--- config.mk ---
export PLATFORM = sky130hd
export DESIGN_NAME = elevator_ctrl_scan_flat
export DESIGN_NICKNAME = d
export VERILOG_FILES = /design/src/rtl/elevator_ctrl_scan_if.sv /design/src/rtl/elevator_ctrl_scan.sv /design/src/flat_wrapper.sv
export SDC_FILE = /design/constraint.sdc
export NUM_CORES = 1
export LEC_CHECK = 0
export ABC_AREA = 1
export ABC_CLOCK_PERIOD_IN_PS = 2300
export CORE_MARGIN = 4
export CORE_UTILIZATION = 40
export DETAILED_ROUTE_END_ITERATION = 6
export PLACE_DENSITY_LB_ADDON = 0.08
export SLEW_MARGIN = 20
export SYNTH_ARGS = -nofsm -noshare
export SYNTH_HDL_FRONTEND = slang
export SYNTH_SLANG_ARGS = --single-unit
--- constraint.sdc ---
create_clock -name clk -period 2.3 [get_ports clk]
set_input_delay 0.46 -clock clk [delete_from_list [all_inputs] [get_ports clk]]
set_output_delay 0.46 -clock clk [all_outputs]
set_load 0.1 [all_outputs]
--- src/rtl/elevator_ctrl_scan_if.sv ---
`default_nettype none
// ============================================================================
// Module   : elevator_ctrl_scan_if
// Brief    : Call-button / car-status bundle between the tt_um wrapper side
//            (master) and the SCAN elevator controller (slave).
// Revision : 1.0 - initial release
// ============================================================================
interface elevator_ctrl_scan_if #(
  parameter int NUM_FLOORS = 8,
  parameter int FLOOR_W    = 3
);
  logic [NUM_FLOORS-1:0] call_req;
  logic [FLOOR_W-1:0]    current_floor;
  logic                  dir_up;
  logic                  moving;
  logic                  door_open;
  logic                  arrived;
  logic [NUM_FLOORS-1:0] pending;

  // Wrapper / button side: issues calls, observes car status.
  modport master (
    output call_req,
    input  current_floor, dir_up, moving, door_open, arrived, pending
  );

  // Controller side: consumes calls, reports car status.
  modport slave (
    input  call_req,
    output current_floor, dir_up, moving, door_open, arrived, pending
  );
endinterface
`default_nettype wire

--- src/rtl/elevator_ctrl_scan.sv ---
`default_nettype none
// ============================================================================
// Module   : elevator_ctrl_scan
// Brief    : Single-car elevator controller for NUM_FLOORS floors. Latches
//            per-floor calls and serves them in SCAN order: keep going in the
//            current direction while calls remain ahead, then reverse.
//            Optional emergency stop is compiled in with ELEVATOR_ESTOP_EN,
//            which adds the 'estop' input (freeze state/timer, keep latching).
// Revision : 1.0 - initial release
// ============================================================================
module elevator_ctrl_scan #(
  parameter int NUM_FLOORS    = 8,
  parameter int FLOOR_W       = 3,
  parameter int TRAVEL_CYCLES = 16,
  parameter int DOOR_CYCLES   = 32
) (
  input  logic clk,
  input  logic rst,
`ifdef ELEVATOR_ESTOP_EN
  input  logic estop,
`endif
  elevator_ctrl_scan_if.slave bus
);

  // Timer must hold the larger of the two reload values.
  localparam int TMAX    = (TRAVEL_CYCLES > DOOR_CYCLES) ? TRAVEL_CYCLES : DOOR_CYCLES;
  localparam int TIMER_W = (TMAX > 1) ? $clog2(TMAX) : 1;

  localparam logic [TIMER_W-1:0] TRAVEL_RELOAD = TIMER_W'(TRAVEL_CYCLES - 1);
  localparam logic [TIMER_W-1:0] DOOR_RELOAD   = TIMER_W'(DOOR_CYCLES - 1);
  localparam logic [FLOOR_W-1:0] TOP_FLOOR     = FLOOR_W'(NUM_FLOORS - 1);

  typedef enum logic [1:0] {
    IDLE      = 2'd0,
    MOVING    = 2'd1,
    DOOR_OPEN = 2'd2
  } state_t;

  state_t                state, state_nxt;
  logic [TIMER_W-1:0]    timer, timer_nxt;
  logic [FLOOR_W-1:0]    cur_floor, floor_nxt, nf;
  logic                  dir, dir_nxt;
  logic [NUM_FLOORS-1:0] pend, pend_nxt, eff;
  logic                  arrived_q, arrived_nxt;
  logic                  moving_q, moving_nxt;
  logic                  door_q, door_nxt;

  // True when any request lies strictly beyond 'fl' in direction 'up'.
  // At the top floor going up (or floor 0 going down) this is empty.
  function automatic logic calls_ahead(input logic [NUM_FLOORS-1:0] req,
                                       input logic [FLOOR_W-1:0]    fl,
                                       input logic                  up);
    logic r;
    r = 1'b0;
    for (int i = 0; i < NUM_FLOORS; i++) begin
      if (req[i] && (up ? (i > int'(fl)) : (i < int'(fl))))
        r = 1'b1;
    end
    return r;
  endfunction

  // State, timer, position and all outputs update together on the clock edge.
  always_ff @(posedge clk) begin
    if (rst) begin
      state     <= IDLE;
      timer     <= '0;
      cur_floor <= '0;
      dir       <= 1'b1;
      pend      <= '0;
      arrived_q <= 1'b0;
      moving_q  <= 1'b0;
      door_q    <= 1'b0;
    end else begin
      state     <= state_nxt;
      timer     <= timer_nxt;
      cur_floor <= floor_nxt;
      dir       <= dir_nxt;
      pend      <= pend_nxt;
      arrived_q <= arrived_nxt;
      moving_q  <= moving_nxt;
      door_q    <= door_nxt;
    end
  end

  // SCAN scheduling: next state, timer, floor, direction and latched calls.
  always_comb begin
    eff         = pend | bus.call_req;
    state_nxt   = state;
    timer_nxt   = timer;
    floor_nxt   = cur_floor;
    dir_nxt     = dir;
    pend_nxt    = eff;
    arrived_nxt = 1'b0;
    nf          = cur_floor;

    case (state)
      IDLE: begin
        if (eff[cur_floor]) begin
          // Call at the car's own floor: open immediately, never latch it.
          state_nxt           = DOOR_OPEN;
          timer_nxt           = DOOR_RELOAD;
          pend_nxt[cur_floor] = 1'b0;
          arrived_nxt         = 1'b1;
        end else if (calls_ahead(eff, cur_floor, dir)) begin
          state_nxt = MOVING;
          timer_nxt = TRAVEL_RELOAD;
        end else if (calls_ahead(eff, cur_floor, ~dir)) begin
          dir_nxt   = ~dir;
          state_nxt = MOVING;
          timer_nxt = TRAVEL_RELOAD;
        end
      end

      MOVING: begin
        if (timer != '0) begin
          timer_nxt = timer - TIMER_W'(1);
        end else begin
          // One floor travelled; clamp keeps the car inside the shaft even
          // though MOVING is only entered with a call ahead.
          if (dir)
            nf = (cur_floor == TOP_FLOOR) ? cur_floor : cur_floor + FLOOR_W'(1);
          else
            nf = (cur_floor == '0) ? cur_floor : cur_floor - FLOOR_W'(1);
          floor_nxt = nf;
          if (eff[nf]) begin
            state_nxt    = DOOR_OPEN;
            timer_nxt    = DOOR_RELOAD;
            pend_nxt[nf] = 1'b0;
            arrived_nxt  = 1'b1;
          end else if (calls_ahead(eff, nf, dir)) begin
            timer_nxt = TRAVEL_RELOAD;
          end else begin
            state_nxt = IDLE;
          end
        end
      end

      DOOR_OPEN: begin
        // A press for the open floor holds the door rather than latching.
        pend_nxt[cur_floor] = pend[cur_floor];
        if (bus.call_req[cur_floor])
          timer_nxt = DOOR_RELOAD;
        else if (timer == '0)
          state_nxt = IDLE;
        else
          timer_nxt = timer - TIMER_W'(1);
      end

      default: begin
        state_nxt = IDLE;
        timer_nxt = '0;
      end
    endcase

`ifdef ELEVATOR_ESTOP_EN
    // Emergency stop: freeze everything except call latching.
    if (estop) begin
      state_nxt   = state;
      timer_nxt   = timer;
      floor_nxt   = cur_floor;
      dir_nxt     = dir;
      pend_nxt    = pend | bus.call_req;
      arrived_nxt = 1'b0;
    end
    moving_nxt = (state_nxt == MOVING) && !estop;
`else
    moving_nxt = (state_nxt == MOVING);
`endif
    door_nxt = (state_nxt == DOOR_OPEN);
  end

  assign bus.current_floor = cur_floor;
  assign bus.dir_up        = dir;
  assign bus.moving        = moving_q;
  assign bus.door_open     = door_q;
  assign bus.arrived       = arrived_q;
  assign bus.pending       = pend;

endmodule
`default_nettype wire
--- src/flat_wrapper.sv ---
// flat-port wrapper written by rule: the top's interface ports become plain ports
module elevator_ctrl_scan_flat 
#(
  parameter int NUM_FLOORS    = 8,
  parameter int FLOOR_W       = 3,
  parameter int TRAVEL_CYCLES = 16,
  parameter int DOOR_CYCLES   = 32
)
  (clk, rst, bus_call_req, bus_current_floor, bus_dir_up, bus_moving, bus_door_open, bus_arrived, bus_pending);
  elevator_ctrl_scan_if #(.NUM_FLOORS(NUM_FLOORS), .FLOOR_W(FLOOR_W)) bus_i ();
  input  logic clk;
  input  logic rst;
  input wire logic [$bits(bus_i.call_req)-1:0] bus_call_req;
  output wire logic [$bits(bus_i.current_floor)-1:0] bus_current_floor;
  output wire logic [$bits(bus_i.dir_up)-1:0] bus_dir_up;
  output wire logic [$bits(bus_i.moving)-1:0] bus_moving;
  output wire logic [$bits(bus_i.door_open)-1:0] bus_door_open;
  output wire logic [$bits(bus_i.arrived)-1:0] bus_arrived;
  output wire logic [$bits(bus_i.pending)-1:0] bus_pending;
  assign bus_i.call_req = bus_call_req;
  assign bus_current_floor = bus_i.current_floor;
  assign bus_dir_up = bus_i.dir_up;
  assign bus_moving = bus_i.moving;
  assign bus_door_open = bus_i.door_open;
  assign bus_arrived = bus_i.arrived;
  assign bus_pending = bus_i.pending;
  elevator_ctrl_scan #(.NUM_FLOORS(NUM_FLOORS), .FLOOR_W(FLOOR_W), .TRAVEL_CYCLES(TRAVEL_CYCLES), .DOOR_CYCLES(DOOR_CYCLES)) u_core (.clk(clk), .rst(rst), .bus(bus_i));
endmodule
==> qor.csv <==
metric;value;unit
Root Driver;clkbuf_8;
critical path type;reg -> reg;
Worst-path clk slew;0.09;ns
synthesized cell area;2182;um2
Yosys top cell by area;dfxtp_1;
Crit. Startpoint;u_core.bus.current_floor[0];
CP endpoint kind;flip-flop;
total track usage;25.86;%
Max Clk Rate;457.4;MHz
slowest cell on the critical path;dfxtp_4;
Cell variety after synth;32;
worst reg-to-reg setup slack;0.11;ns
worst setup margin;0.1137;ns
TritonCTS clock tree;built;
drt wl/cell;15.34;um
Worst-Skew Late Latency;0.27;ns
hpwl dp;6512;um
Final Hold Viols;0;
fin crit period;2.186;ns
Max Slew Vio Count;0;
worst r2r dst;u_core.bus.pending[1];
endpoints failing setup;0;
clock sinks;22;
first-pass GRT wire length;13250;um
status;finished, final reports clean;
CP Launch Type;flip-flop;
layout cell share with drive strength beyond 1;31.08;%
PortBufs;24;
P per Cell Area;895.9;nW/um2
Die Outline Area;6701;um2
Synth Instances;389;
top post-synthesis cells by area;dfxtp_1 20%, nand2_1 19%, inv_1 10%, nand3_1 9.4%, nor2_1 7.1%;
leakage power;1.692;nW
initial antenna violation count;0;
Yosys top cell area share;20.18;%
Antenna Nets Post-Route;0;
Reg2Reg Launch Point;u_core.bus.current_floor[0];
antenna cells;0;
Post-synth EDFFs;0;
Final Cycle Share;95.06;%
Placer Congestion;0.9803;
Worst Path Max Fanout;6;
WHS;0.5383;ns
Hold WC Path Type;reg -> reg;
Post-route DRC;0;
largest net degree at the start of global routing;14;
Worst-Margin Slew;0.6656;ns
sequential share of the synthesized area;20.18;%
Synth Area per Inst;5.609;um2
# IOs;25;
vias in the first global route;2724;
CP arrival;2.36;ns
Worst R2R Path Depth;20;
synth warn;0;
flops & latches, synth;22;
Vias/cell;5.367;
RSZ-0062 raised after global routing;true;
Top FF cell, synth;dfxtp_1;
Worst path depth;20;
total CTS buffers;3;
CP top delay family;simple AND/OR/NAND/NOR gates;
first-pass detailed-route iteration total;5;
crit path capture;u_core.bus.pending[1];
Setup WS pre-CTS;-0.1410;ns
vias post-DR;3000;
critical path data required time;2.47;ns
crit-path cells;inv_4 -> ha_4 -> nand2_4 -> nand2_4 -> nand2_4 -> nand2_4 -> nand2_4 -> buf_6 -> nand2_1 -> nand3_1 -> nand2_1 -> nand2_2 -> nand2_2 -> o21ai_2 -> buf_6 -> nand3_1 -> nand2_1 -> nand2_1 -> nand2_1 -> inv_1;
Initial DRC Count;320;
maxcap violations;0;
asr flop ratio synth;0;%
Max IR drop VDD;0.7630;mV
H-tree depth;1;
syn_nets;405;
Die Span X;81.86;um
Die Span Y;81.86;um
Slew headroom;55.46;%
crit path buf inv count;4;
area delta synth->final;53.55;%
total wire length;8575;um
area of the core;5205;um2
nets@finish;506;
crit-path max cell delay;0.40;ns
Core Rows;26;
gr ovfl total;0;
Post-Route Skew;0.005836;ns
Starting Density;41.92;%
CTS Buffer Depth;2;
-- registers in the layout, indices dropped and copies added (netlist names) --
| name | cells |
|---|---|
| u_core.bus.arrived | 1 |
| u_core.bus.current_floor | 3 |
| u_core.bus.dir_up | 1 |
| u_core.bus.door_open | 1 |
| u_core.bus.moving | 1 |
| u_core.bus.pending | 8 |
| u_core.state | 2 |
| u_core.timer | 5 |
-- worst min-delay path by stage --
stage	slack, ns	endpoint	from	cells past startpoint
after floorplan	0.49	u_core.timer[2]	u_core.timer[2]	2
after global placement	0.53	u_core.timer[2]	u_core.timer[2]	2
after detailed placement	0.53	u_core.timer[2]	u_core.timer[2]	2
after CTS	0.54	u_core.timer[2]	u_core.timer[2]	2
after global routing	0.57	u_core.timer[4]	u_core.timer[4]	2
final	0.54	u_core.timer[2]	u_core.timer[2]	2
-- worst reg2reg max path, cell delays in order, from the launching register on --
cell     delay [ns]
dfxtp_4        0.40
inv_4          0.06
ha_4           0.16
nand2_4        0.07
nand2_4        0.07
nand2_4        0.09
nand2_4        0.07
nand2_4        0.11
buf_6          0.10
nand2_1        0.04
nand3_1        0.07
nand2_1        0.07
nand2_2        0.08
nand2_2        0.08
o21ai_2        0.17
buf_6          0.13
nand3_1        0.09
nand2_1        0.07
nand2_1        0.04
nand2_1        0.06
inv_1          0.04
-- cell usage in the layout (no fill, tap or decap), types with 4 or more instances in the layout --
cell	instances
buf_6	5
nand3_1	34
a211oi_1	4
nor2_2	4
o22ai_1	5
inv_1	56
nand2_2	11
o211ai_1	16
nand2_4	10
nor2_4	4
inv_4	4
nand2_1	96
nand3_2	6
dfxtp_1	18
buf_4	88
a21oi_1	20
clkdlybuf4s50_1	9
ha_1	4
nor2_1	35
o21ai_0	20
-- where the power goes --
part / internal, mW / switching, mW / total (mW) / leakage [nW]
Sequential: 0.499 / 0.0919 / 0.591 / 0.184
Combinational: 0.690 / 1.39 / 2.08 / 1.47
Clock: 0.189 / 0.141 / 0.330 / 0.0339
-- per-layer routing --
metal | up-vias | track usage (%) | part of all wire (%)
met4 | 0 | 6.645 | 2.3
met1 | 1380 | 36.03 | 46
met2 | 124 | 41.20 | 44
li1 | 1477 | - | -
met3 | 19 | 4.167 | 7.5
met5 | - | 0 | 0
-- stage by stage --
stage / cell area [um2] / utilization (%) / TNS, ns / power [mW] / cells
detailed placement: 2967 / 57.00 / -0.7774 / 2.554 / 546
global placement: 2967 / 57.00 / -1.064 / 2.557 / 546
floorplan: 2196 / - / -1.256 / 1.893 / 389
CTS: 3033 / 58.27 / 0 / 2.905 / 550
global route: 3351 / 64.38 / -0.3507 / 3.206 / 559
finish: 3351 / 64.38 / 0 / 3.002 / 559
-- cells in the mapped netlist, types with 4 or more instances --
cell,number
nor3_1,4
nand2_1,109
nor2_1,41
nand3_1,41
a21oi_1,21
a211oi_1,4
o211ai_1,16
dfxtp_1,22
ha_1,6
nand2_2,7
o22ai_1,5
o21ai_0,22
inv_1,60
-- kinds of logic after synthesis --
kind of cell / count (synthesis) / synth area share (%)
AO/OA/AOI/OAI: 78 / 21.73
XOR/XNOR: 2 / 0.8029
adder cells (fa/ha/maj): 6 / 3.440
buffers and inverters: 70 / 12.73
flip-flops: 22 / 20.18
AND/OR/NAND/NOR: 211 / 41.11
-- timing repair --
item / in CTS / in global routing
resized for setup: 0 / 67
endpoints found under the setup margin: 0 / 15
hold buffers: 0 / 0
buffers inserted: 0 / 8
-- cell type report --
cell class              instances  area, um2
fillers                       483       1854
multi-input cells             298       1690
repair buffers                102      807.0
flip-flops and latches         22      452.9
inverters                      63      246.5
well taps                      70      87.58
clock buffers                   4      66.31
Power figures use the tool's default switching activity.
